File: src/rtl/vga_ctrl_pkg.sv
// vga_ctrl_pkg -- shared defines for the VGA display path.
// Holds the default 640x480@60 timing constants, the image-memory (IM_*)
// geometry that the pixel_x/pixel_y address feeds, the counter width, and a
// small window-compare helper used for the sync pulses.
package vga_ctrl_pkg;

    // Pixel clock divider: 100 MHz system clock -> 25 MHz pixel rate.
    localparam int CLK_DIV_D  = 4;

    // Horizontal timing, in pixels.
    localparam int H_ACTIVE_D = 640;
    localparam int H_FP_D     = 16;
    localparam int H_SYNC_D   = 96;
    localparam int H_BP_D     = 48;
    localparam int H_TOTAL_D  = H_ACTIVE_D + H_FP_D + H_SYNC_D + H_BP_D;  // 800

    // Vertical timing, in lines.
    localparam int V_ACTIVE_D = 480;
    localparam int V_FP_D     = 10;
    localparam int V_SYNC_D   = 2;
    localparam int V_BP_D     = 33;
    localparam int V_TOTAL_D  = V_ACTIVE_D + V_FP_D + V_SYNC_D + V_BP_D;  // 525

    // Image memory geometry; one 12-bit {R,G,B} word per active pixel.
    localparam int IM_W       = H_ACTIVE_D;
    localparam int IM_H       = V_ACTIVE_D;
    localparam int IM_DATA_W  = 12;
    localparam int IM_DEPTH   = IM_W * IM_H;
    localparam int IM_ADDR_W  = $clog2(IM_DEPTH);

    // Width of h/v counters and of the pixel_x/pixel_y ports.
    localparam int CNT_W      = 10;

    // True when lo <= v <= hi (inclusive window).
    function automatic logic in_win(input logic [CNT_W-1:0] v,
                                    input logic [CNT_W-1:0] lo,
                                    input logic [CNT_W-1:0] hi);
        return (v >= lo) && (v <= hi);
    endfunction

endpackage

File: src/rtl/vga_cnt.sv
// vga_cnt -- modulo-N counter with enable, used for both the horizontal
// (pixel) and vertical (line) position counters.
// Ports:
//   clk, rst  : clock, synchronous active-high reset (clears cnt)
//   en        : advance by one this clk
//   cnt       : current count, 0..N-1
//   cnt_nxt   : value cnt takes at the next edge (lets the parent register
//               things that must change in the same clk as cnt)
//   wrap      : high when en is set and cnt is at N-1 (wraps to 0 next edge)
module vga_cnt #(
    parameter int N = 800,
    parameter int W = 10
) (
    input  logic         clk,
    input  logic         rst,
    input  logic         en,
    output logic [W-1:0] cnt,
    output logic [W-1:0] cnt_nxt,
    output logic         wrap
);

    localparam logic [W-1:0] LAST = W'(N - 1);

    assign wrap = en && (cnt == LAST);

    always_comb begin
        cnt_nxt = cnt;
        if (en)
            cnt_nxt = (cnt == LAST) ? '0 : cnt + W'(1);
    end

    always_ff @(posedge clk) begin
        if (rst)
            cnt <= '0;
        else
            cnt <= cnt_nxt;
    end

endmodule

File: src/rtl/vga_ctrl.sv
// vga_ctrl -- VGA timing generator and pixel output stage.
// Divides the system clock down to a pixel strobe, walks the h/v raster,
// addresses an image memory with pixel_x/pixel_y and presents the returned
// colour one pixel later, blanked outside the visible area.
// Ports:
//   clk, rst           : system clock, synchronous active-high reset
//   pixel_x, pixel_y   : active column/row to image memory (0 when blanked)
//   rgb_in             : {R,G,B} from image memory, one-clk read latency
//   vga_r/g/b          : display colour, 4 bits each
//   hsync, vsync       : sync pulses, active low
//   video_on           : high while vga_r/g/b carry an active pixel
//   frame_start        : one-clk pulse after the raster wraps to (0,0)
module vga_ctrl
    import vga_ctrl_pkg::*;
#(
    parameter int CLK_DIV  = CLK_DIV_D,
    parameter int H_ACTIVE = H_ACTIVE_D,
    parameter int H_FP     = H_FP_D,
    parameter int H_SYNC   = H_SYNC_D,
    parameter int H_BP     = H_BP_D,
    parameter int V_ACTIVE = V_ACTIVE_D,
    parameter int V_FP     = V_FP_D,
    parameter int V_SYNC   = V_SYNC_D,
    parameter int V_BP     = V_BP_D
) (
    input  logic             clk,
    input  logic             rst,
    output logic [CNT_W-1:0] pixel_x,
    output logic [CNT_W-1:0] pixel_y,
    input  logic [11:0]      rgb_in,
    output logic [3:0]       vga_r,
    output logic [3:0]       vga_g,
    output logic [3:0]       vga_b,
    output logic             hsync,
    output logic             vsync,
    output logic             video_on,
    output logic             frame_start
);

    localparam int H_TOTAL = H_ACTIVE + H_FP + H_SYNC + H_BP;
    localparam int V_TOTAL = V_ACTIVE + V_FP + V_SYNC + V_BP;

    localparam logic [CNT_W-1:0] H_ACT_L = CNT_W'(H_ACTIVE);
    localparam logic [CNT_W-1:0] V_ACT_L = CNT_W'(V_ACTIVE);
    localparam logic [CNT_W-1:0] HS_LO   = CNT_W'(H_ACTIVE + H_FP);
    localparam logic [CNT_W-1:0] HS_HI   = CNT_W'(H_ACTIVE + H_FP + H_SYNC - 1);
    localparam logic [CNT_W-1:0] VS_LO   = CNT_W'(V_ACTIVE + V_FP);
    localparam logic [CNT_W-1:0] VS_HI   = CNT_W'(V_ACTIVE + V_FP + V_SYNC - 1);

    localparam int               DIV_W    = (CLK_DIV > 1) ? $clog2(CLK_DIV) : 1;
    localparam logic [DIV_W-1:0] DIV_LAST = DIV_W'(CLK_DIV - 1);

    logic [DIV_W-1:0] div_cnt;
    logic             pix_en;
    logic [CNT_W-1:0] h_cnt, h_nxt, v_cnt, v_nxt;
    logic             h_wrap, v_wrap;
    logic             active, active_nxt;

    // Pixel strobe: one clk in every CLK_DIV, on the last divider count, so
    // the first strobe lands CLK_DIV clks after reset release.
    assign pix_en = (div_cnt == DIV_LAST);

    always_ff @(posedge clk) begin
        if (rst || pix_en)
            div_cnt <= '0;
        else
            div_cnt <= div_cnt + DIV_W'(1);
    end

    vga_cnt #(.N(H_TOTAL), .W(CNT_W)) u_hcnt (
        .clk     (clk),
        .rst     (rst),
        .en      (pix_en),
        .cnt     (h_cnt),
        .cnt_nxt (h_nxt),
        .wrap    (h_wrap)
    );

    // Lines advance on the last pixel of each line.
    vga_cnt #(.N(V_TOTAL), .W(CNT_W)) u_vcnt (
        .clk     (clk),
        .rst     (rst),
        .en      (h_wrap),
        .cnt     (v_cnt),
        .cnt_nxt (v_nxt),
        .wrap    (v_wrap)
    );

    assign active     = (h_cnt < H_ACT_L) && (v_cnt < V_ACT_L);
    assign active_nxt = (h_nxt < H_ACT_L) && (v_nxt < V_ACT_L);

    // pixel_x/y are built from the counters' next values so the address
    // changes in the same clk as h_cnt/v_cnt. The colour stage works off the
    // current counters, i.e. one pixel behind the address, which gives the
    // image memory CLK_DIV-1 clks to return rgb_in.
    always_ff @(posedge clk) begin
        if (rst) begin
            pixel_x     <= '0;
            pixel_y     <= '0;
            video_on    <= 1'b0;
            vga_r       <= '0;
            vga_g       <= '0;
            vga_b       <= '0;
            hsync       <= 1'b1;
            vsync       <= 1'b1;
            frame_start <= 1'b0;
        end else begin
            // v_wrap already implies pix_en and h_wrap.
            frame_start <= v_wrap;
            if (pix_en) begin
                pixel_x  <= active_nxt ? h_nxt : '0;
                pixel_y  <= active_nxt ? v_nxt : '0;
                video_on <= active;
                {vga_r, vga_g, vga_b} <= active ? rgb_in : 12'h000;
                hsync    <= !in_win(h_cnt, HS_LO, HS_HI);
                vsync    <= !in_win(v_cnt, VS_LO, VS_HI);
            end
        end
    end

endmodule

File: config.mk
export PLATFORM = sky130hd
export DESIGN_NAME = vga_ctrl
export DESIGN_NICKNAME = d
export VERILOG_FILES = /design/src/rtl/vga_ctrl_pkg.sv /design/src/rtl/vga_cnt.sv /design/src/rtl/vga_ctrl.sv
export SDC_FILE = /design/constraint.sdc
export NUM_CORES = 1
export LEC_CHECK = 0
export CORE_MARGIN = 2
export CORE_UTILIZATION = 41
export CTS_CLUSTER_DIAMETER = 60
export DETAILED_ROUTE_END_ITERATION = 8
export GPL_TIMING_DRIVEN = 0
export PLACE_DENSITY_LB_ADDON = 0.08
export SYNTH_ARGS = -nofsm -noshare
export SYNTH_HDL_FRONTEND = slang
export SYNTH_SLANG_ARGS = --single-unit
File: constraint.sdc
create_clock -name clk -period 6.55 [get_ports clk]
set_input_delay 1.31 -clock clk [delete_from_list [all_inputs] [get_ports clk]]
set_output_delay 1.31 -clock clk [all_outputs]
set_load 0.02 [all_outputs]
==> qor.yml <==
diodes: 0
hold_buffers: 0
rsz0062_at_grt: "false"
dpl.cell_count: 404
tightestPinTransition_ns: 0.806
hp-class: "reg -> reg"
dp_hpwl_microns: 4420
endpoint_kind: "primary output"
synth_flop_cell: "dfxtp_1"
r2r_start: "u_hcnt.cnt[1]"
ys_warn_count: 0
cpPeakStageDelay_ns: 0.62
clk_pin_slew_ns: 0.07
fmax_mhz: 385
holdPathStages: 1
place.gp.congestion: 0.802
cts_sinks: 58
ctsResizeCount: 0
pre_cts_ws_ns: 3.73
ys_seq_area_share_pct: 42.7
r2r_cells: 8
fp-row-count: 29
peakVddDrop_mv: 0.160
viasPerCell: 5.26
crit_buf_inv: 1
placed_area_sq_um: 3300
run_status: "finished, final reports clean"
htreeDepth: 3
cp.arrival_ns: 1.29
crit_fanout: 2
seq_power_share_pct: 43.9
power_leakage_nw: 1.30
drtIter0Drc: 78
layout.cells.non_filler: 420
fin_util_pct: 55.5
fin_ws_ns: 3.95
post_cts.repair.setup_buffers: 0
synth_edf_count: 0
overflow: 0
slew_viol_final: 0
coreArea_sq_um: 6390
synth_fp_nets: 298
clock-root-buffer: "clkbuf_8"
r2r_slack_ns: 4.18
r2r-end: "pixel_x[7]"
vias: 2211
syn_avg_cell_area_sq_um: 9.75
internal_power_mw: 0.653
ios: 50
antenna_left: 0
drive_gt1_share_pct: 17.5
areaGrowthSynthToFinish_pct: 30.5
ys_ff_latch: 58
routed_wl_microns: 6230
syn_inst: 279
grt_pass1_vias: 2164
routedWlPerCell_microns: 14.8
io_buffers: 48
skew_ns: 0.00298
globalRouteTotalUtil_pct: 18.9
cts_buffers: 9
pwr-share-clk_pct: 50.8
finalHoldViolCount: 0
synth.lib_cells_used.distinct: 56
ys_async_sr_fraction_pct: 0
power.switching_mw: 0.172
cts_tree: "yes"
hold_end: "div_cnt[0]"
die_y_microns: 85.4
finalPower_mw: 0.824
sw_frac_of_total_pct: 20.8
clk_path_buf_depth: 2
grt_pass1_wl_microns: 10700
startpoint_type: "register"
slowest_stage: "clkdlybuf4s50_1"
critical_path.top_delay_family: "buffers and inverters"
tns_ns: 0
nNetsFinal: 357
worstSetupPathType: "reg -> out"
design_area_sq_um: 3550
initial_core_util_pct: 42.6
path_cells: "clkdlybuf4s50_1"
period_share_pct: 39.7
antenna_found_initial: 0
fin_hold_ws_ns: 0.441
grt_max_degree: 11
fin_crit_ns: 2.60
combPwrFrac_pct: 5.3
setup_violations: 0
dieWidth_microns: 85.4
p_per_area_nw_per_um2: 232
maxCapViolCount: 0
first_pass_iters: 4
insertion_delay_ns: 0.33
drcViolationCount: 0
min_from: "div_cnt[0]"
die_area_sq_um: 7300
synth_area_sq_um: 2720
slew_headroom_pct: 45.8
required_ns: 5.24
==> layer usage <==
metal / vias to the layer above / GRT usage [%] / wire [microns]
li1: 1119 / - / -
met1: 1040 / 25.5 / 3020
met2: 42 / 27.9 / 2820
met3: 10 / 5.45 / 240
met4: 0 / 8.51 / 146
met5: - / 0 / 0
==> synthesized netlist by cell type (2+ instances only) <==
library cell / count / area [sq um]
or2b_2: 3 / 26.3
inv_1: 4 / 15.0
buf_6: 5 / 56.3
xnor2_1: 6 / 52.6
nand3_1: 12 / 60.1
o41ai_1: 6 / 52.6
clkbuf_8: 4 / 55.1
a22o_1: 12 / 105
o31ai_2: 10 / 125
a21oi_1: 2 / 10.0
o31ai_1: 4 / 30.0
clkbuf_1: 7 / 26.3
nor2_1: 23 / 86.3
nand4_1: 10 / 62.6
and2_1: 3 / 18.8
nor4_1: 3 / 18.8
nand2b_1: 2 / 12.5
nand4b_1: 2 / 17.5
buf_12: 2 / 40.0
o21ai_0: 4 / 20.0
ha_1: 5 / 62.6
nor3_1: 10 / 50.1
xor2_1: 10 / 87.6
o31a_2: 2 / 20.0
buf_4: 2 / 15.0
dfxtp_1: 58 / 1160
nand2_1: 38 / 143
and4_1: 2 / 17.5
==> layout make-up <==
cell class / instances / area, sq um
flip-flops and latches: 58 / 1160
clock inverters: 5 / 100
well taps: 77 / 96.3
fillers: 588 / 2840
clock buffers: 11 / 151
inverters: 4 / 15.0
plain buffers: 22 / 209
repair buffers: 48 / 480
multi-input cells: 195 / 1330
==> worst max-delay path by stage <==
stage	start	end	slack, ns	depth (start not counted)
after global placement	rst	vga_b[0]	3.75	6
after global routing	rst	vga_g[0]	3.72	6
after floorplan	rst	vga_b[0]	4.10	6
final	vga_r[3]	vga_r[3]	3.95	1
after CTS	vga_r[2]	vga_r[2]	3.94	1
after detailed placement	rst	vga_g[1]	3.73	6
==> cells by family after synthesis <==
group	synth area share (%)
AO/OA/AOI/OAI	17.0
XOR/XNOR	5.15
adder cells (fa/ha/maj)	2.30
buffers and inverters	8.24
flip-flops	42.7
AND/OR/NAND/NOR	24.6
==> sequential cells by signal (all words and copies together) (netlist names) <==
name,flops
frame_start,1
hsync,1
u_vcnt.cnt,10
vsync,1
pixel_y,10
vga_b,4
pixel_x,10
u_hcnt.cnt,10
vga_r,4
div_cnt,2
video_on,1
vga_g,4
==> power groups by stage <==
stage          clock network [mW]  registers [mW]  logic (mW)
6_report                    0.419           0.362      0.0437
5_1_grt                     0.445           0.362      0.0477
4_1_cts                     0.429           0.362      0.0446
3_5_place_dp                    0           0.370      0.0444
3_3_place_gp                    0           0.370      0.0441
2_1_floorplan                   0           0.374      0.0182
==> cells in the final DEF (no fill, tap or decap), drive strengths merged, types with 2 or more instances in the layout <==
master         instances
a21oi                  3
a22o                  12
and2                   4
and3                   2
and4                   3
buf                    9
bufinv                 3
clkbuf                23
clkdlybuf4s50         48
clkinv                 2
dfxtp                 58
ha                     5
inv                    4
nand2                 38
nand2b                 2
nand3                 12
nand4                 11
nand4b                 2
nor2                  23
nor3                  11
nor4                   4
o21ai                  5
o31a                   2
o31ai                 14
o41ai                  6
or2                    2
or2b                   3
xnor2                  6
xor2                  10
(Power assumes the default switching activity.)
